File: config.mk
export PLATFORM = sky130hd
export DESIGN_NAME = ir_receiver_flat
export DESIGN_NICKNAME = d
export VERILOG_FILES = /design/src/rtl/ir_receiver_if.sv /design/src/rtl/ir_receiver.sv /design/src/flat_wrapper.sv
export SDC_FILE = /design/constraint.sdc
export NUM_CORES = 1
export LEC_CHECK = 0
export ABC_AREA = 1
export CORE_MARGIN = 2
export CORE_UTILIZATION = 26
export DETAILED_ROUTE_END_ITERATION = 10
export GPL_ROUTABILITY_DRIVEN = 0
export SYNTH_ARGS = -nofsm -noshare
export SYNTH_HDL_FRONTEND = slang
export SYNTH_SLANG_ARGS = --single-unit
File: constraint.sdc
create_clock -name clk_in -period 4.35 [get_ports clk_in]
set_clock_uncertainty 0.05 [all_clocks]
set_input_delay 0.6525 -clock clk_in [delete_from_list [all_inputs] [get_ports clk_in]]
set_output_delay 0.6525 -clock clk_in [all_outputs]
set_load 0.01 [all_outputs]
File: src/rtl/ir_receiver_if.sv
// ir_receiver_if: groups the IR receiver pin input and its decoded-letter outputs.
// Ports: signal_in (raw demodulator level), data_out / data_valid_out (decoded letter),
//        busy_out (frame in progress), error_out (frame abort pulse).
interface ir_receiver_if #(
  parameter int MESSAGE_LENGTH = 5
);
  logic                      signal_in;
  logic [MESSAGE_LENGTH-1:0] data_out;
  logic                      data_valid_out;
  logic                      busy_out;
  logic                      error_out;

  // master: the receiver itself; slave: the pin driver / letter consumer side.
  modport master (
    input  signal_in,
    output data_out, data_valid_out, busy_out, error_out
  );
  modport slave (
    output signal_in,
    input  data_out, data_valid_out, busy_out, error_out
  );
endinterface

File: src/rtl/ir_receiver.sv
// ir_receiver: decodes the IR pulse-width frame (4T start mark, then LSB-first bits,
//   each a 1T space plus a 1T(=0)/2T(=1) mark) into a MESSAGE_LENGTH-bit letter code.
// Latency: data_valid_out 3 clk_in cycles after the final mark ends (+16 with the filter);
//   no backpressure, every data_valid_out / error_out pulse must be taken by the consumer.
// Ports: clk_in, rst_in (async active-low), rx (ir_receiver_if.master).
// Option: define IR_RX_GLITCH_FILTER_EN to add a 16-cycle glitch filter after the synchronizer.
module ir_receiver #(
  parameter int MESSAGE_LENGTH = 5,
  parameter int UNIT_CYCLES    = 60000,
  parameter bit ACTIVE_LOW_IN  = 1'b1
) (
  input  logic          clk_in,
  input  logic          rst_in,
  ir_receiver_if.master rx
);
  localparam int CNT_W = $clog2(5 * UNIT_CYCLES) + 1;
  localparam int LEN_W = CNT_W + 1;
  localparam int IDX_W = (MESSAGE_LENGTH > 1) ? $clog2(MESSAGE_LENGTH) : 1;

  // Classification thresholds in half-unit steps, fixed at elaboration.
  localparam logic [LEN_W-1:0] L_0P5 = LEN_W'(UNIT_CYCLES / 2);
  localparam logic [LEN_W-1:0] L_1P5 = LEN_W'((3 * UNIT_CYCLES) / 2);
  localparam logic [LEN_W-1:0] L_2P0 = LEN_W'(2 * UNIT_CYCLES);
  localparam logic [LEN_W-1:0] L_2P5 = LEN_W'((5 * UNIT_CYCLES) / 2);
  localparam logic [LEN_W-1:0] L_3P5 = LEN_W'((7 * UNIT_CYCLES) / 2);
  localparam logic [LEN_W-1:0] L_4P5 = LEN_W'((9 * UNIT_CYCLES) / 2);
  localparam logic [CNT_W-1:0] CNT_SAT = CNT_W'(5 * UNIT_CYCLES);
  localparam logic [IDX_W-1:0] IDX_LAST = IDX_W'(MESSAGE_LENGTH - 1);
  // Pin level when no mark is present; synchronizer resets to it so reset is not seen as an edge.
  localparam logic IDLE_LVL = ACTIVE_LOW_IN;

  typedef enum logic [1:0] {S_IDLE, S_START_MARK, S_SPACE, S_BIT_MARK} state_t;

  state_t                    state_q, state_d;
  logic                      sync1_q, sync2_q;
  logic                      lvl;
  logic                      mark, mark_q;
  logic [CNT_W-1:0]          cnt_q, cnt_d;
  logic [IDX_W-1:0]          idx_q, idx_d;
  logic [MESSAGE_LENGTH-1:0] shreg_q, shreg_d;
  logic [MESSAGE_LENGTH-1:0] data_q, data_d;
  logic                      dv_q, dv_d;
  logic                      err_q, err_d;

  always_ff @(posedge clk_in or negedge rst_in) begin
    if (!rst_in) begin
      sync1_q <= IDLE_LVL;
      sync2_q <= IDLE_LVL;
    end else begin
      sync1_q <= rx.signal_in;
      sync2_q <= sync1_q;
    end
  end

`ifdef IR_RX_GLITCH_FILTER_EN
  // Level follows the synchronized input only after 16 consecutive cycles at the new level.
  logic       filt_q, filt_d;
  logic [3:0] fcnt_q, fcnt_d;

  always_comb begin
    filt_d = filt_q;
    fcnt_d = '0;
    if (sync2_q != filt_q) begin
      if (fcnt_q == 4'd15) filt_d = sync2_q;
      else                 fcnt_d = fcnt_q + 4'd1;
    end
  end

  always_ff @(posedge clk_in or negedge rst_in) begin
    if (!rst_in) begin
      filt_q <= IDLE_LVL;
      fcnt_q <= '0;
    end else begin
      filt_q <= filt_d;
      fcnt_q <= fcnt_d;
    end
  end

  assign lvl = filt_q;
`else
  assign lvl = sync2_q;
`endif

  assign mark = lvl ^ ACTIVE_LOW_IN;

  logic             mark_rise, mark_fall;
  logic [LEN_W-1:0] len;
  logic             is_bit0, is_bit1, is_start;

  assign mark_rise = mark & ~mark_q;
  assign mark_fall = ~mark & mark_q;
  // Counter is cleared in the edge cycle, so it lags the true width by one.
  assign len      = {1'b0, cnt_q} + 1'b1;
  assign is_bit0  = (len >= L_0P5) && (len < L_1P5);
  assign is_bit1  = (len >= L_1P5) && (len < L_2P5);
  assign is_start = (len >= L_3P5) && (len < L_4P5);

  always_comb begin
    cnt_d = cnt_q;
    if (mark_rise || mark_fall) cnt_d = '0;
    else if (cnt_q != CNT_SAT)  cnt_d = cnt_q + 1'b1;
  end

  always_comb begin
    state_d = state_q;
    idx_d   = idx_q;
    shreg_d = shreg_q;
    data_d  = data_q;
    dv_d    = 1'b0;
    err_d   = 1'b0;
    case (state_q)
      S_IDLE: begin
        if (mark_rise) state_d = S_START_MARK;
      end
      S_START_MARK: begin
        if (mark_fall) begin
          // A non-start width here is line noise: drop it without reporting.
          if (is_start) begin
            state_d = S_SPACE;
            idx_d   = '0;
          end else begin
            state_d = S_IDLE;
          end
        end
      end
      S_SPACE: begin
        if (len >= L_2P0) begin
          err_d   = 1'b1;
          state_d = S_IDLE;
        end else if (mark_rise) begin
          state_d = S_BIT_MARK;
        end
      end
      S_BIT_MARK: begin
        if (mark_fall) begin
          if (is_start) begin
            // Start mark mid-frame: abort this frame but resync onto the new one.
            err_d   = 1'b1;
            state_d = S_SPACE;
            idx_d   = '0;
          end else if (!(is_bit0 || is_bit1)) begin
            err_d   = 1'b1;
            state_d = S_IDLE;
          end else begin
            shreg_d[idx_q] = is_bit1;
            if (idx_q == IDX_LAST) begin
              data_d  = shreg_d;
              dv_d    = 1'b1;
              state_d = S_IDLE;
            end else begin
              idx_d   = idx_q + 1'b1;
              state_d = S_SPACE;
            end
          end
        end
      end
      default: state_d = S_IDLE;
    endcase
  end

  always_ff @(posedge clk_in or negedge rst_in) begin
    if (!rst_in) begin
      state_q <= S_IDLE;
      mark_q  <= 1'b0;
      cnt_q   <= '0;
      idx_q   <= '0;
      shreg_q <= '0;
      data_q  <= '0;
      dv_q    <= 1'b0;
      err_q   <= 1'b0;
    end else begin
      state_q <= state_d;
      mark_q  <= mark;
      cnt_q   <= cnt_d;
      idx_q   <= idx_d;
      shreg_q <= shreg_d;
      data_q  <= data_d;
      dv_q    <= dv_d;
      err_q   <= err_d;
    end
  end

  assign rx.data_out       = data_q;
  assign rx.data_valid_out = dv_q;
  assign rx.error_out      = err_q;
  assign rx.busy_out       = (state_q != S_IDLE);
endmodule
File: src/flat_wrapper.sv
// flat-port wrapper written by rule: the top's interface ports become plain ports
module ir_receiver_flat 
#(
  parameter int MESSAGE_LENGTH = 5,
  parameter int UNIT_CYCLES    = 60000,
  parameter bit ACTIVE_LOW_IN  = 1'b1
)
  (clk_in, rst_in, rx_signal_in, rx_data_out, rx_data_valid_out, rx_busy_out, rx_error_out);
  ir_receiver_if #(.MESSAGE_LENGTH(MESSAGE_LENGTH)) rx_i ();
  input  logic clk_in;
  input  logic rst_in;
  input wire logic [$bits(rx_i.signal_in)-1:0] rx_signal_in;
  output wire logic [$bits(rx_i.data_out)-1:0] rx_data_out;
  output wire logic [$bits(rx_i.data_valid_out)-1:0] rx_data_valid_out;
  output wire logic [$bits(rx_i.busy_out)-1:0] rx_busy_out;
  output wire logic [$bits(rx_i.error_out)-1:0] rx_error_out;
  assign rx_i.signal_in = rx_signal_in;
  assign rx_data_out = rx_i.data_out;
  assign rx_data_valid_out = rx_i.data_valid_out;
  assign rx_busy_out = rx_i.busy_out;
  assign rx_error_out = rx_i.error_out;
  ir_receiver #(.MESSAGE_LENGTH(MESSAGE_LENGTH), .UNIT_CYCLES(UNIT_CYCLES), .ACTIVE_LOW_IN(ACTIVE_LOW_IN)) u_core (.clk_in(clk_in), .rst_in(rst_in), .rx(rx_i));
endmodule
Word-level counts from Yosys, hierarchy flattened:

Cells that the tools add are included.

* $add $sub $neg: 3
* multipliers: 0
* div/mod/pow operators: 0
* magnitude comparators: 9
* equal/unequal tests: 12
* shift operators: 0
* multiplexer cells: 32
* bitwise operators: 5
* reductions and logical operators: 14

Operators by type and width (number)
* 21-bit by 17-bit greater-or-equal comparator with 1-bit output, second input constant: 2
* 20-bit two-way mux: 2
* 20-bit by 1-bit adder with 21-bit output, second input constant: 1
* 21-bit by 15-bit greater-or-equal comparator with 1-bit output, second input constant: 1
* 21-bit by 18-bit greater-or-equal comparator with 1-bit output, second input constant: 1
* 21-bit by 17-bit < comparator with 1-bit output, second input constant: 1
* 21-bit by 18-bit < comparator with 1-bit output, second input constant: 1
* 21-bit by 19-bit < comparator with 1-bit output, second input constant: 1
* 20-bit by 1-bit adder with 20-bit output, second input constant: 1
* 20-bit by 19-bit != test with 1-bit output, second input constant: 1
* 2-bit two-way mux: 9
* 3-bit two-way mux: 6
* 1-bit two-way mux: 10
* 2-bit by 1-bit != test with 1-bit output, second input constant: 4
* 2-bit one-hot mux with 4 select lines: 1
* 4-bit AND reduction: 2
* 3-bit by 1-bit != test with 1-bit output, second input constant: 2
* 3-bit one-hot mux with 2 select lines: 1
* 6-bit AND reduction: 1
* 2-bit nonzero test: 3
* 5-bit bitwise mux: 1
* 5-bit AND reduction: 1
* 2-bit equality test, second input constant: 2
* 1-bit logical AND: 4
* other kinds (12): 16

* bits in registers: 40
* latch bits: 0
* bits in writable memories: 0
* bits in read-only memories: 0
* output and inout port bits: 8
* word-level logic and storage cells: 85
* memories kept: 0

Longest topological paths before layout:

Gate-level depths: netlist (run 1).

* word-level depth: 8
* depth in mapped cells: 22

Worst setup path after synthesis (run 1):

OpenSTA, ideal clock, no wires.

* kind: reg2reg
* from: register u_core.cnt_q[0]
* to: register u_core.data_q[0] (netlist: u_core.rx.data_out[0])
* data arrival time: 2251 ps
* path slack: 1928 ps
* cell stages (with the launch flop): 19
* clock period less this slack: 2422 ps
* cells stage by stage: dfrtp_1 > ha_1 > buf_2 > inv_1 > nor2_4 > nand2_1 > nor2_1 > nand2_1 > nand2_1 > nand2_2 > nor2_1 > nor2_2 > nand2_2 > nand3_4 > nand2_4 > nand2_4 > buf_6 > o21ai_1 > nand2_1

* cells in the longest elaborated chain, start to end: 5

Ends and longest elaborated chain
* from (decl): line ir_receiver.sv:38 `logic [CNT_W-1:0] cnt_q, cnt_d;`
* from (signal assigned): line ir_receiver.sv:174 `cnt_q <= cnt_d;`
* 20-bit by 1-bit adder with 21-bit output (*): line ir_receiver.sv:93 `assign len = {1'b0, cnt_q} + 1'b1;`
* 21-bit by 15-bit greater-or-equal comparator with 1-bit output, or another cell as far along: line ir_receiver.sv:94 `assign is_bit0 = (len >= L_0P5) && (len < L_1P5);`
* 1-bit logical AND, on equally long branches: line ir_receiver.sv:94, ir_receiver.sv:95, ir_receiver.sv:96
* 1-bit logical OR or 1-bit NOT (tied branches)
* 5-bit AND reduction (no line)
* to (signal assigned): line ir_receiver.sv:177 `data_q <= data_d;`
* to (decl): line ir_receiver.sv:41 `logic [MESSAGE_LENGTH-1:0] data_q, data_d;`

Mark *: on every way between the ends. The rest lies on a longest branch, timed or not.
A chain may end at the register's enable or synchronous reset.

Worst setup path in the final report (run 1):

* from: register u_core.cnt_q[0]
* to: register u_core.idx_q[1]

* cells in the longest elaborated chain, start to end: 6

Ends and longest elaborated chain
* 20-bit by 1-bit adder with 21-bit output (*): line ir_receiver.sv:93
* 21-bit by 15-bit greater-or-equal comparator with 1-bit output, or another cell as far along: line ir_receiver.sv:94
* 1-bit logical AND, on equally long branches: line ir_receiver.sv:94, ir_receiver.sv:95, ir_receiver.sv:96
* 1-bit logical OR or 3-bit two-way mux (tied branches): line ir_receiver.sv:141, ir_receiver.sv:136
* 3-bit by 1-bit != test with 1-bit output (no line) or 3-bit two-way mux (tied branches)
* 6-bit AND reduction (no line) or 3-bit one-hot mux with 2 select lines (tied branches)
* to (signal assigned): line ir_receiver.sv:175 `idx_q <= idx_d;`
* to (decl): line ir_receiver.sv:39 `logic [IDX_W-1:0] idx_q, idx_d;`

Mark *: on every way between the ends. The rest lies on a longest branch, timed or not. The select of a mux whose other input is x is not followed.

==> impl_results.rst, run 1 <==
.. list-table::
   :header-rows: 1

   * - Metric
     - Value
   * - Met1 routing resource usage after global routing
     - 16.0%
   * - Sequential cell area fraction in the yosys report
     - 33.3%
   * - Maximum capacitance violations
     - 0
   * - Internal portion of total power
     - 0.785 mW
   * - Leakage power
     - 1.69 nW
   * - Dominant delay contributor by cell family on the critical path
     - simple AND/OR/NAND/NOR gates
   * - Number of antenna diodes
     - 0
   * - Yosys top cell area share
     - 31.5%
   * - Setup TNS Final
     - 0 ps
   * - Wire length of the first global-routing pass
     - 13.4 mm
   * - Number of primary I/O pins
     - 11
   * - Setup slack of the most critical reg-to-reg path
     - 1580 ps
   * - Area growth from synthesis to layout
     - 15.6%
   * - CP required
     - 4470 ps
   * - Half-perimeter wire length after placement
     - 5.77 mm
   * - Switching part of the total
     - 20.6%
   * - Worst relative slew slack
     - 39.4%
   * - RSZ-0062 raised after global routing
     - no
   * - Switching power of the nets
     - 0.204 mW
   * - Count of flip-flops with a built-in enable after synthesis
     - 0
   * - Hold crit path type
     - flop to flop
   * - Main area contributors after synthesis
     - dfrtp_1 32%, nand2_1 19%, nor2_1 8.6%
   * - Endpoint type of the worst setup path
     - flop
   * - Met2 layer usage reported by global route
     - 21.6%
   * - Final critical-path required period
     - 2770 ps
   * - Number of buffers inserted for hold repair after clock tree synthesis
     - 0
   * - Routed Antenna Nets
     - 0
   * - Routed via count
     - 2933
   * - Buf+Inv Stages, Crit Path
     - 2
   * - Overflow left after global routing
     - 0
   * - Leading cell type by number of instances after synthesis
     - nand2_1
   * - Vias in the first global route
     - 2922
   * - Measured slew at the worst slew-check pin
     - 909 ps
   * - Power share of the clock group
     - 54.9%
   * - Clock tree from TritonCTS
     - built
   * - Clock network latency to the later pin of the worst-skew pair
     - 290 ps
   * - Met3 routing resource usage after global routing
     - 2.50%
   * - Maximum fanout encountered on the critical timing path
     - 7
   * - Critical path class
     - flop to flop
   * - Largest stage delay on the critical path
     - 430 ps
   * - Fin. Hold Viols
     - 0
   * - Pwr/cell area
     - 284 mW/mm^2
   * - Most common cell type on the critical path
     - nand2_1
   * - Synth warnings
     - 0
   * - Total routing usage reported by global routing
     - 12.9%
   * - Vias/cell
     - 4.78
   * - Horizontal die dimension
     - 112 um
   * - Critical path launch point type
     - flop
   * - Fraction of the cycle the final worst path needs
     - 63.6%
   * - Reg clk slew, reported paths
     - 60 ps
   * - Reg power frac
     - 39.6%
   * - WL per Instance
     - 12.1 um
   * - Placed cell areas
     - 0.00327 sq mm
   * - Final routed DRC violation total
     - 0
   * - Synthesized area divided by synthesized cell count
     - 6.63 sq um
   * - Flip-flop cell with the highest count after synthesis
     - dfrtp_1
   * - Maximum achievable frequency
     - 0.362 GHz
   * - Top cell type by total area after synthesis
     - dfrtp_1
   * - Post-Layout Inst Area
     - 0.00349 sq mm
   * - Combinational share of power
     - 5.5%
   * - Critical Path AT
     - 2890 ps
   * - Effective utilization at floorplan
     - 26.5%
   * - Worst vdd rail ir drop
     - 138 uV
   * - Run status
     - completed
   * - Number of violations reported at the end of detailed-routing iteration 0
     - 153
   * - Busiest metal layer after global routing
     - met2
   * - Number of synthesized register bits
     - 40
   * - Synthesized net count
     - 465
   * - Share of post-route cells with drive strength above 1
     - 10.4%
   * - Cell breakdown of the critical path
     - ha_1 -> inv_1 -> nor2_4 -> nand2_1 -> nand2_1 -> inv_1 -> nor2_1 -> nand2_1 -> nand3_1 -> nand2_1 -> nand2_1 -> nand2_1 -> nand3_2 -> nand2_1 -> a21oi_2 -> nand2_1 -> nand2_1 -> nand2_1
   * - Number of gates resized after CTS
     - 0
   * - Maximum number of pins on one net before global-route repair
     - 41
   * - Ys async rst share
     - 100%
   * - Number of instances in the synthesized netlist
     - 455
   * - Core area
     - 0.0114 sq mm
   * - Clock tree buffer depth
     - 2
   * - Placement row count
     - 39
   * - H-tree depth
     - 2
   * - Sink count of the clock tree
     - 40
   * - Root Driver
     - clkbuf_16
   * - Die span in y
     - 112 um
   * - Buffers inserted by post-CTS timing repair
     - 0
   * - Synth unique cells
     - 35
   * - Count of input and output buffers
     - 10
   * - Number of pins with negative max-slew slack in the final report
     - 0
   * - CTS Buf Count
     - 5
   * - TritonRoute pass-1 iters
     - 4
   * - Post-synthesis instance area
     - 0.00302 sq mm
   * - Antenna violations before repair
     - 0
   * - Number of nets at the end of the flow
     - 479
   * - Final Routed Wirelength
     - 7.44 mm
   * - Die footprint
     - 0.0125 sq mm
   * - Top post-synthesis cells by count
     - 151 x nand2_1, 69 x nor2_1, 51 x inv_1
   * - Standard cell with the maximum stage delay on the critical path
     - dfrtp_1
   * - Setup-violating endpoint count in the final report
     - 0
==> stage by stage <==
stage	instances	setup WS, ps	power (mW)	util [%]	hold slack (ps)
final	613	1580	0.988	30.7	307
after global routing	613	1170	1.02	30.7	313
after CTS	613	1610	0.999	30.7	307
after detailed placement	605	1620	0.454	28.8	298
after global placement	605	1700	0.453	28.8	297
after floorplan	455	1930	0.429	-	295
==> state kept, by name, indices dropped and copies added (netlist names) <==
signal,count
u_core.cnt_q,20
u_core.sync1_q,1
u_core.rx.error_out,1
u_core.rx.data_valid_out,1
u_core.mark_q,1
u_core.lvl,1
u_core.idx_q,3
u_core.shreg_q,5
u_core.state_q,2
u_core.rx.data_out,5
==> cells by family (layout without fill, tap and decap cells) <==
family | after synthesis | in the layout | share of synthesized area [%]
AOI/OAI and AO/OA | 29 | 29 | 5.52
xor gates and xnor gates | 3 | 3 | 1.49
adders and majority gates | 7 | 7 | 2.90
buffers and inverters | 58 | 73 | 7.51
DFF | 40 | 40 | 33.3
and+or+nand+nor | 318 | 318 | 49.3
==> area by class of cell <==
class	instances	area (sq um)
flip-flops and latches	40	1000
clock inverters	3	90.1
well taps	143	179
repair buffers	10	95.1
clock buffers	5	125
multi-input cells	357	1790
inverters	55	206
fillers	1205	7880
==> power by group through the flow <==
stage | Clock, mW | Combinational, mW | Sequential [mW]
6_report | 0.543 | 0.0544 | 0.391
3_3_place_gp | 0 | 0.0559 | 0.397
5_1_grt | 0.565 | 0.0626 | 0.393
4_1_cts | 0.552 | 0.0560 | 0.391
2_1_floorplan | 0 | 0.0336 | 0.396
3_5_place_dp | 0 | 0.0559 | 0.398
==> layout by cell type, fill, tap and decap left out, types with 3 or more instances in the layout <==
cell type and n:
a21oi_1 9, bufinv_16 3, clkbuf_16 5, clkdlybuf4s50_1 9, dfrtp_1 38, ha_1 7
inv_1 51, nand2_1 151, nand2_2 11, nand2_4 4, nand3_1 41, nand3_2 4
nand4_1 13, nor2_1 69, nor2_2 6, nor2_4 6, nor3_1 5, o21a_1 3
o21ai_0 7, o21ai_1 6
==> worst reg2reg max path: stages (launching register included) <==
cell and delay, ps:
dfrtp_1 430, ha_1 350, inv_1 120, nor2_4 190, nand2_1 70, nand2_1 180, inv_1 110, nor2_1 190
nand2_1 80, nand3_1 70, nand2_1 50, nand2_1 80, nand2_1 70, nand3_2 80, nand2_1 100, a21oi_2 210
nand2_1 120, nand2_1 70, nand2_1 50
==> path summary, 6_finish.rpt <==
check,startpoint,to,depth (start not counted)
worst max-delay path,u_core.cnt_q[0],u_core.idx_q[1],18
worst min register to register,u_core.sync1_q,u_core.lvl,0
worst min-delay path,u_core.sync1_q,u_core.lvl,0
min in group asynchronous,rst_in,u_core.cnt_q[14],1
max in group asynchronous,rst_in,u_core.shreg_q[3],1
worst max register to register,u_core.cnt_q[0],u_core.idx_q[1],18
==> metal layers <==
layer	up-vias	wire length [um]
met5	-	0
met4	0	216
met3	17	344
met2	78	3510
met1	1374	3370
li1	1464	-
Power figures use the tool's default switching activity.
==> inputs of run 2 (changes only) <==
==> constraint.sdc (replaced) <==
create_clock -name clk_in -period 2.4 [get_ports clk_in]
set_clock_uncertainty 0.05 [all_clocks]
set_input_delay 0.36 -clock clk_in [delete_from_list [all_inputs] [get_ports clk_in]]
set_output_delay 0.36 -clock clk_in [all_outputs]
set_load 0.01 [all_outputs]
==> run 2 against run 1 <==
The run now ends with setup timing left; fmax grew 12%; sequential cell count is the same; sequential power is 81% higher; largest cell class unchanged; critical endpoint is now u_core.shreg_q[2]; core utilization grew 6.4 points; critical path type unchanged; sequential share of layout area fell by 4.9 points; via count increased by 5.7%; die area unchanged.
==> impl_results.rst, run 2 (synthesis gave the netlist of run 1 again) <==
.. list-table::
   :header-rows: 1

   * - Metric
     - Value
   * - Count of input and output buffers
     - 10
   * - Source of the worst hold timing path
     - u_core.sync1_q
   * - Final Worst Setup Slack
     - -68.6 ps
   * - CTS Buf Count
     - 5
   * - Dominant delay contributor by cell family on the critical path
     - simple AND/OR/NAND/NOR gates
   * - Number of primary I/O pins
     - 11
   * - Root Driver
     - clkbuf_16
   * - Fraction of the cycle the final worst path needs
     - 103%
   * - Placement row count
     - 39
   * - Maximum fanout encountered on the critical timing path
     - 5
   * - Setup-violating endpoint count in the final report
     - 14
   * - Cell breakdown of the critical path
     - buf_6 -> nand2_4 -> nor2_4 -> nand2_4 -> nor2_8 -> xor2_4 -> buf_6 -> nor2_2 -> nor2_2 -> nand2_2 -> inv_2 -> nand2_4 -> nand2_8 -> buf_4 -> nand2_4 -> nor2_2 -> nor2_1
   * - Failing checks
     - setup timing
   * - Commonest cells after routing, fill and taps aside
     - 124 x nand2_1, 54 x buf_4, 51 x nor2_1
   * - CP required
     - 2530 ps
   * - Endpoint type of the worst setup path
     - flop
   * - Pwr/cell area
     - 397 mW/mm^2
   * - Number of nets at the end of the flow
     - 542
   * - Share of post-route cells with drive strength above 1
     - 32.3%
   * - Hold crit path type
     - flop to flop
   * - Finished Layout Cells
     - 676
   * - Vias in the first global route
     - 3005
   * - Maximum achievable frequency
     - 0.405 GHz
   * - Count of cells along the worst hold path
     - 0
   * - Placed cell areas
     - 0.00357 sq mm
   * - WL per Instance
     - 12.7 um
   * - Buf+Inv Stages, Crit Path
     - 4
   * - Clock tree from TritonCTS
     - built
   * - Leakage power
     - 2.02 nW
   * - Critical path class
     - flop to flop
   * - Critical path launch point type
     - flop
   * - Setup TNS Final
     - -490 ps
   * - TritonRoute pass-1 iters
     - 4
   * - Number of flip-flops in the largest register
     - 20
   * - Half-perimeter wire length after placement
     - 6.42 mm
   * - Hold slack
     - 305 ps
   * - Total of fill cells in the finished design
     - 1161
   * - Vias/cell
     - 4.59
   * - Top reg by flops
     - u_core.cnt_q
   * - Total routing usage reported by global routing
     - 14.1%
   * - RSZ-0062 raised after global routing
     - yes
   * - Final critical-path required period
     - 2470 ps
   * - Most common cell type on the critical path
     - nand2_4
   * - Core area
     - 0.0114 sq mm
   * - Effective utilization at floorplan
     - 26.5%
   * - Antenna violations before repair
     - 0
   * - Reg-to-reg critical path startpoint
     - u_core.cnt_q[1]
   * - Measured slew at the worst slew-check pin
     - 865 ps
   * - Number of antenna diodes
     - 0
   * - Maximum number of pins on one net before global-route repair
     - 24
   * - Horizontal die dimension
     - 112 um
   * - Overflow left after global routing
     - 0
   * - Clock tree buffer depth
     - 2
   * - Register-to-Register Path Depth
     - 17
   * - Maximum capacitance violations
     - 0
   * - Wire length of the first global-routing pass
     - 14.4 mm
   * - Worst setup slack before clock tree synthesis
     - -157 ps
   * - DP Cell Count
     - 645
   * - Clock network latency to the later pin of the worst-skew pair
     - 290 ps
   * - Worst relative slew slack
     - 42.1%
   * - Area growth from synthesis to layout
     - 39.6%
   * - Worst hold endpoint
     - u_core.lvl
   * - Routed Antenna Nets
     - 0
   * - Die footprint
     - 0.0125 sq mm
   * - Post-route core utilization
     - 37.0%
   * - Final routed DRC violation total
     - 0
   * - Leading cell type in the layout, fill and taps excluded
     - nand2_1
   * - Post-Layout Inst Area
     - 0.00421 sq mm
   * - Final Routed Wirelength
     - 8.60 mm
   * - Setup slack of the most critical reg-to-reg path
     - -70 ps
   * - Fin. Hold Viols
     - 0
   * - Worst vdd rail ir drop
     - 206 uV
   * - Standard cell with the maximum stage delay on the critical path
     - dfrtp_1
   * - Routed via count
     - 3101
   * - Run status
     - complete, but fails checks
   * - Storage element area
     - 0.00101 sq mm
   * - Area of combinational cells with multiple inputs
     - 0.00206 sq mm
   * - Critical Path AT
     - 2600 ps
   * - Sink count of the clock tree
     - 40
   * - Die span in y
     - 112 um
   * - H-tree depth
     - 2
   * - Number of violations reported at the end of detailed-routing iteration 0
     - 228
   * - Reg clk slew, reported paths
     - 60 ps
   * - R2r endpoint
     - u_core.shreg_q[2]
   * - Number of pins with negative max-slew slack in the final report
     - 0
   * - Overall power of the completed layout
     - 1.67 mW
   * - Largest stage delay on the critical path
     - 390 ps
-- run 2: timing repair --
action,4_1_cts,5_1_grt
hold endpoints to repair,17,0
buffers inserted,8,13
gates cloned,0,1
setup endpoints to repair,13,17
pin swaps,23,14
resized for setup,48,41
hold buffers,1,0
-- run 2: layout make-up --
cell class                      instances  share of cell area, %
Clock buffer                            5                   2.97
Timing Repair Buffer                   72                   14.0
Multi-Input combinational cell        358                   48.8
Inverter                               55                   4.96
Clock inverter                          3                   1.10
Sequential cell                        40                   23.9
Tap cell                              143                   4.25
-- run 2: per-layer routing --
layer	up-vias	part of all wire (%)	track usage (%)
met2	59	49	23.6
met5	-	0	0
met4	0	2.1	5.02
met1	1430	44	17.9
met3	15	4.0	3.16
li1	1597	-	-
-- run 2: worst max path at each step --
stage	start	slack [ps]	cells past startpoint	to
2_1_floorplan	u_core.cnt_q[0]	5	18	u_core.rx.data_out[0]
3_3_place_gp	u_core.cnt_q[5]	-80	15	u_core.idx_q[0]
3_5_place_dp	u_core.cnt_q[5]	-160	15	u_core.idx_q[0]
4_1_cts	u_core.cnt_q[1]	-40	17	u_core.rx.data_out[3]
5_1_grt	u_core.cnt_q[1]	-220	19	u_core.shreg_q[2]
6_report	u_core.cnt_q[1]	-70	17	u_core.shreg_q[2]
-- run 2: power breakdown --
part	switching, mW	internal [mW]
Clock	0.298	0.495
Sequential	0.0159	0.690
Combinational	0.0940	0.0787
Total	0.408	1.26
==> RTL change, RTL diff (config.mk and constraints of run 1) <==
Build with the macro `IR_RX_GLITCH_FILTER_EN` defined.
--- a/src/rtl/ir_receiver.sv
+++ b/src/rtl/ir_receiver.sv
@@ -4,6 +4,8 @@
 //   no backpressure, every data_valid_out / error_out pulse must be taken by the consumer.
 // Ports: clk_in, rst_in (async active-low), rx (ir_receiver_if.master).
 // Option: define IR_RX_GLITCH_FILTER_EN to add a 16-cycle glitch filter after the synchronizer.
+`define IR_RX_GLITCH_FILTER_EN
+
 module ir_receiver #(
   parameter int MESSAGE_LENGTH = 5,
   parameter int UNIT_CYCLES    = 60000,
Behaviour: not the same (Yosys sat finds a counterexample within 4 cycles, from zero or initial values and one cycle with rst_in low).
==> RTL change against run 1 <==
- final area up 8.0%
- utilization shrank 0.69 points
- synthesized cell count is 5.3% higher
- sequential cell count increased by 5
- via count up 4.4%
- hold slack hardly changed
- global-route usage about the same
- synthesized area is 10% higher
- wire length is 5.9% higher
- worst setup slack gained 11 ps
- critical path type unchanged
- critical endpoint is now u_core.rx.data_out[2]
- largest cell class unchanged
Power is not compared: it rests on default switching activity, and its combinational part moved more than twofold at a synthesized area within 25%.
==> RTL change: results (changes against run 1) <==
- Status: finished, final reports clean (unchanged)
- Ys flop type: dfrtp_1 (unchanged)
- Wire per inst: 11.86 microns (was 12.14 microns)
- Drt via density: 4.606 (was 4.785)
- Antenna cell count: 0 (unchanged)
- Pre-antenna DRT Iters: 5 (was 4)
- Initial drt markers: 184 (was 153)
- Vias in the first global route: 3006 (was 2922)
- Global routing usage on met3: 2.111% (was 2.504%)
- Hold Path Class: flop to flop (unchanged)
- Pin count of the biggest net entering global routing: 46 (was 41)
- Syn nets: 489 (was 465)
- HPWL after DPL: 6.180 mm (was 5.767 mm)
- Post-synthesis xor/xnor area fraction: 1.053% (was 1.493%)
- Arr. time, crit path: 2870 ps (was 2890 ps)
- First-pass GRT wire length: 13.94 mm (was 13.35 mm)
- Final worst-path cycle share: 63.33% (was 63.58%)
- Slew of the pin with the lowest slew margin: 1005 ps (was 908.5 ps)
- Fill count: 1357 (was 1205)
- GRT Resource Usage Total: 12.84% (was 12.87%)
- Max FFs per register: 20 (unchanged)
- Metal2 WL: 3.630 mm (was 3.513 mm)
- Clock Tree Root: clkbuf_16 (unchanged)
- Resize count post-CTS: 0 (unchanged)
- Adder-cell share of the synthesized area: 2.632% (was 2.903%)
- Area contributors post-synth: dfrtp_1, nand2_1, nor2_1 (unchanged)
- Post-synthesis compound-gate area fraction: 8.383% (was 5.516%)
- GR Layer Usage met1: 17.53% (was 15.96%)
- Seq/Total Area, Yosys: 33.95% (was 33.26%)
- CP Max Fanout: 11 (was 7)
- Pleak: 1.835 nW
- Metal1 wirelength: 3.661 mm (was 3.368 mm)
- Place WS: 1612 ps (was 1624 ps)
- Final nets: 502 (was 479)
- CP delay by family, top: simple AND/OR/NAND/NOR gates (unchanged)
- Yosys warns: 0 (unchanged)
- Layout cells sized above 1: 15.01% (was 10.43%)
- Top reg by flops: u_core.cnt_q (unchanged)
- Commonest cells post-synth: nand2_1, nor2_1, inv_1, dfrtp_1, nand3_1 (was nand2_1, nor2_1, inv_1, nand3_1, dfrtp_1)
- Area after DPL: 0.003616 sq mm (was 0.003271 sq mm)
- Top layer reached by signal wires: met4 (unchanged)
- Grt met2 use: 20.77% (was 21.62%)
- Routed length on met3: 449 microns (was 344 microns)
- Yosys cell types: 37 (was 35)
RTL change: cell types whose count changed after synthesis, sizes merged, moves of 2 or more:
cell / run 1 / this run
o21ai: 13 / 25
buf: 2 / 4
dfrtp: 38 / 42
nand4: 13 / 18
nand3b: 2 / 0
nand3: 46 / 38
clkinv: 2 / 4
nor4: 2 / 6
o21a: 3 / 0
a21oi: 10 / 15
RTL change: cell type report:
| cell class | count | area [sq um] | share of cell area [%] |
|---|---|---|---|
| Timing Repair Buffer | 11 | 102.6 | 2.724 |
| Tap cell | 172 | 215.2 | 5.714 |
| Multi-Input combinational cell | 371 | 1949 | 51.76 |
| Sequential cell | 45 | 1130 | 30.00 |
| Clock inverter | 1 | 7.507 | 0.1993 |
| Clock buffer | 7 | 142.6 | 3.787 |
| Inverter | 58 | 219.0 | 5.814 |
RTL change: power groups by stage:
stage / sequential, mW / combinational (mW) / clock (mW)
finish: 0.510 / 0.230 / 0.395
global route: 0.517 / 0.261 / 0.419
CTS: 0.509 / 0.229 / 0.402
detailed placement: 0.516 / 0.228 / 0
global placement: 0.515 / 0.222 / 0
floorplan: 0.497 / 0.184 / 0
RTL change: per-stage QoR:
stage | cells | hold slack (ps)
after global routing | 665 | 317.6
after CTS | 665 | 308.8
final | 665 | 307.2
after floorplan | 479 | 295.2
after global placement | 657 | 298.5
after detailed placement | 657 | 299.5
RTL change: worst paths after layout:
path | start | end | cells past startpoint
setup / recovery | u_core.cnt_q[0] | u_core.rx.data_out[2] | 16
hold / removal | u_core.sync1_q | u_core.sync2_q | 0
setup reg to reg | u_core.cnt_q[0] | u_core.rx.data_out[2] | 16
hold reg to reg | u_core.sync1_q | u_core.sync2_q | 0
max in group asynchronous | rst_in | u_core.cnt_q[19] | 1
min in group asynchronous | rst_in | u_core.rx.data_valid_out | 1
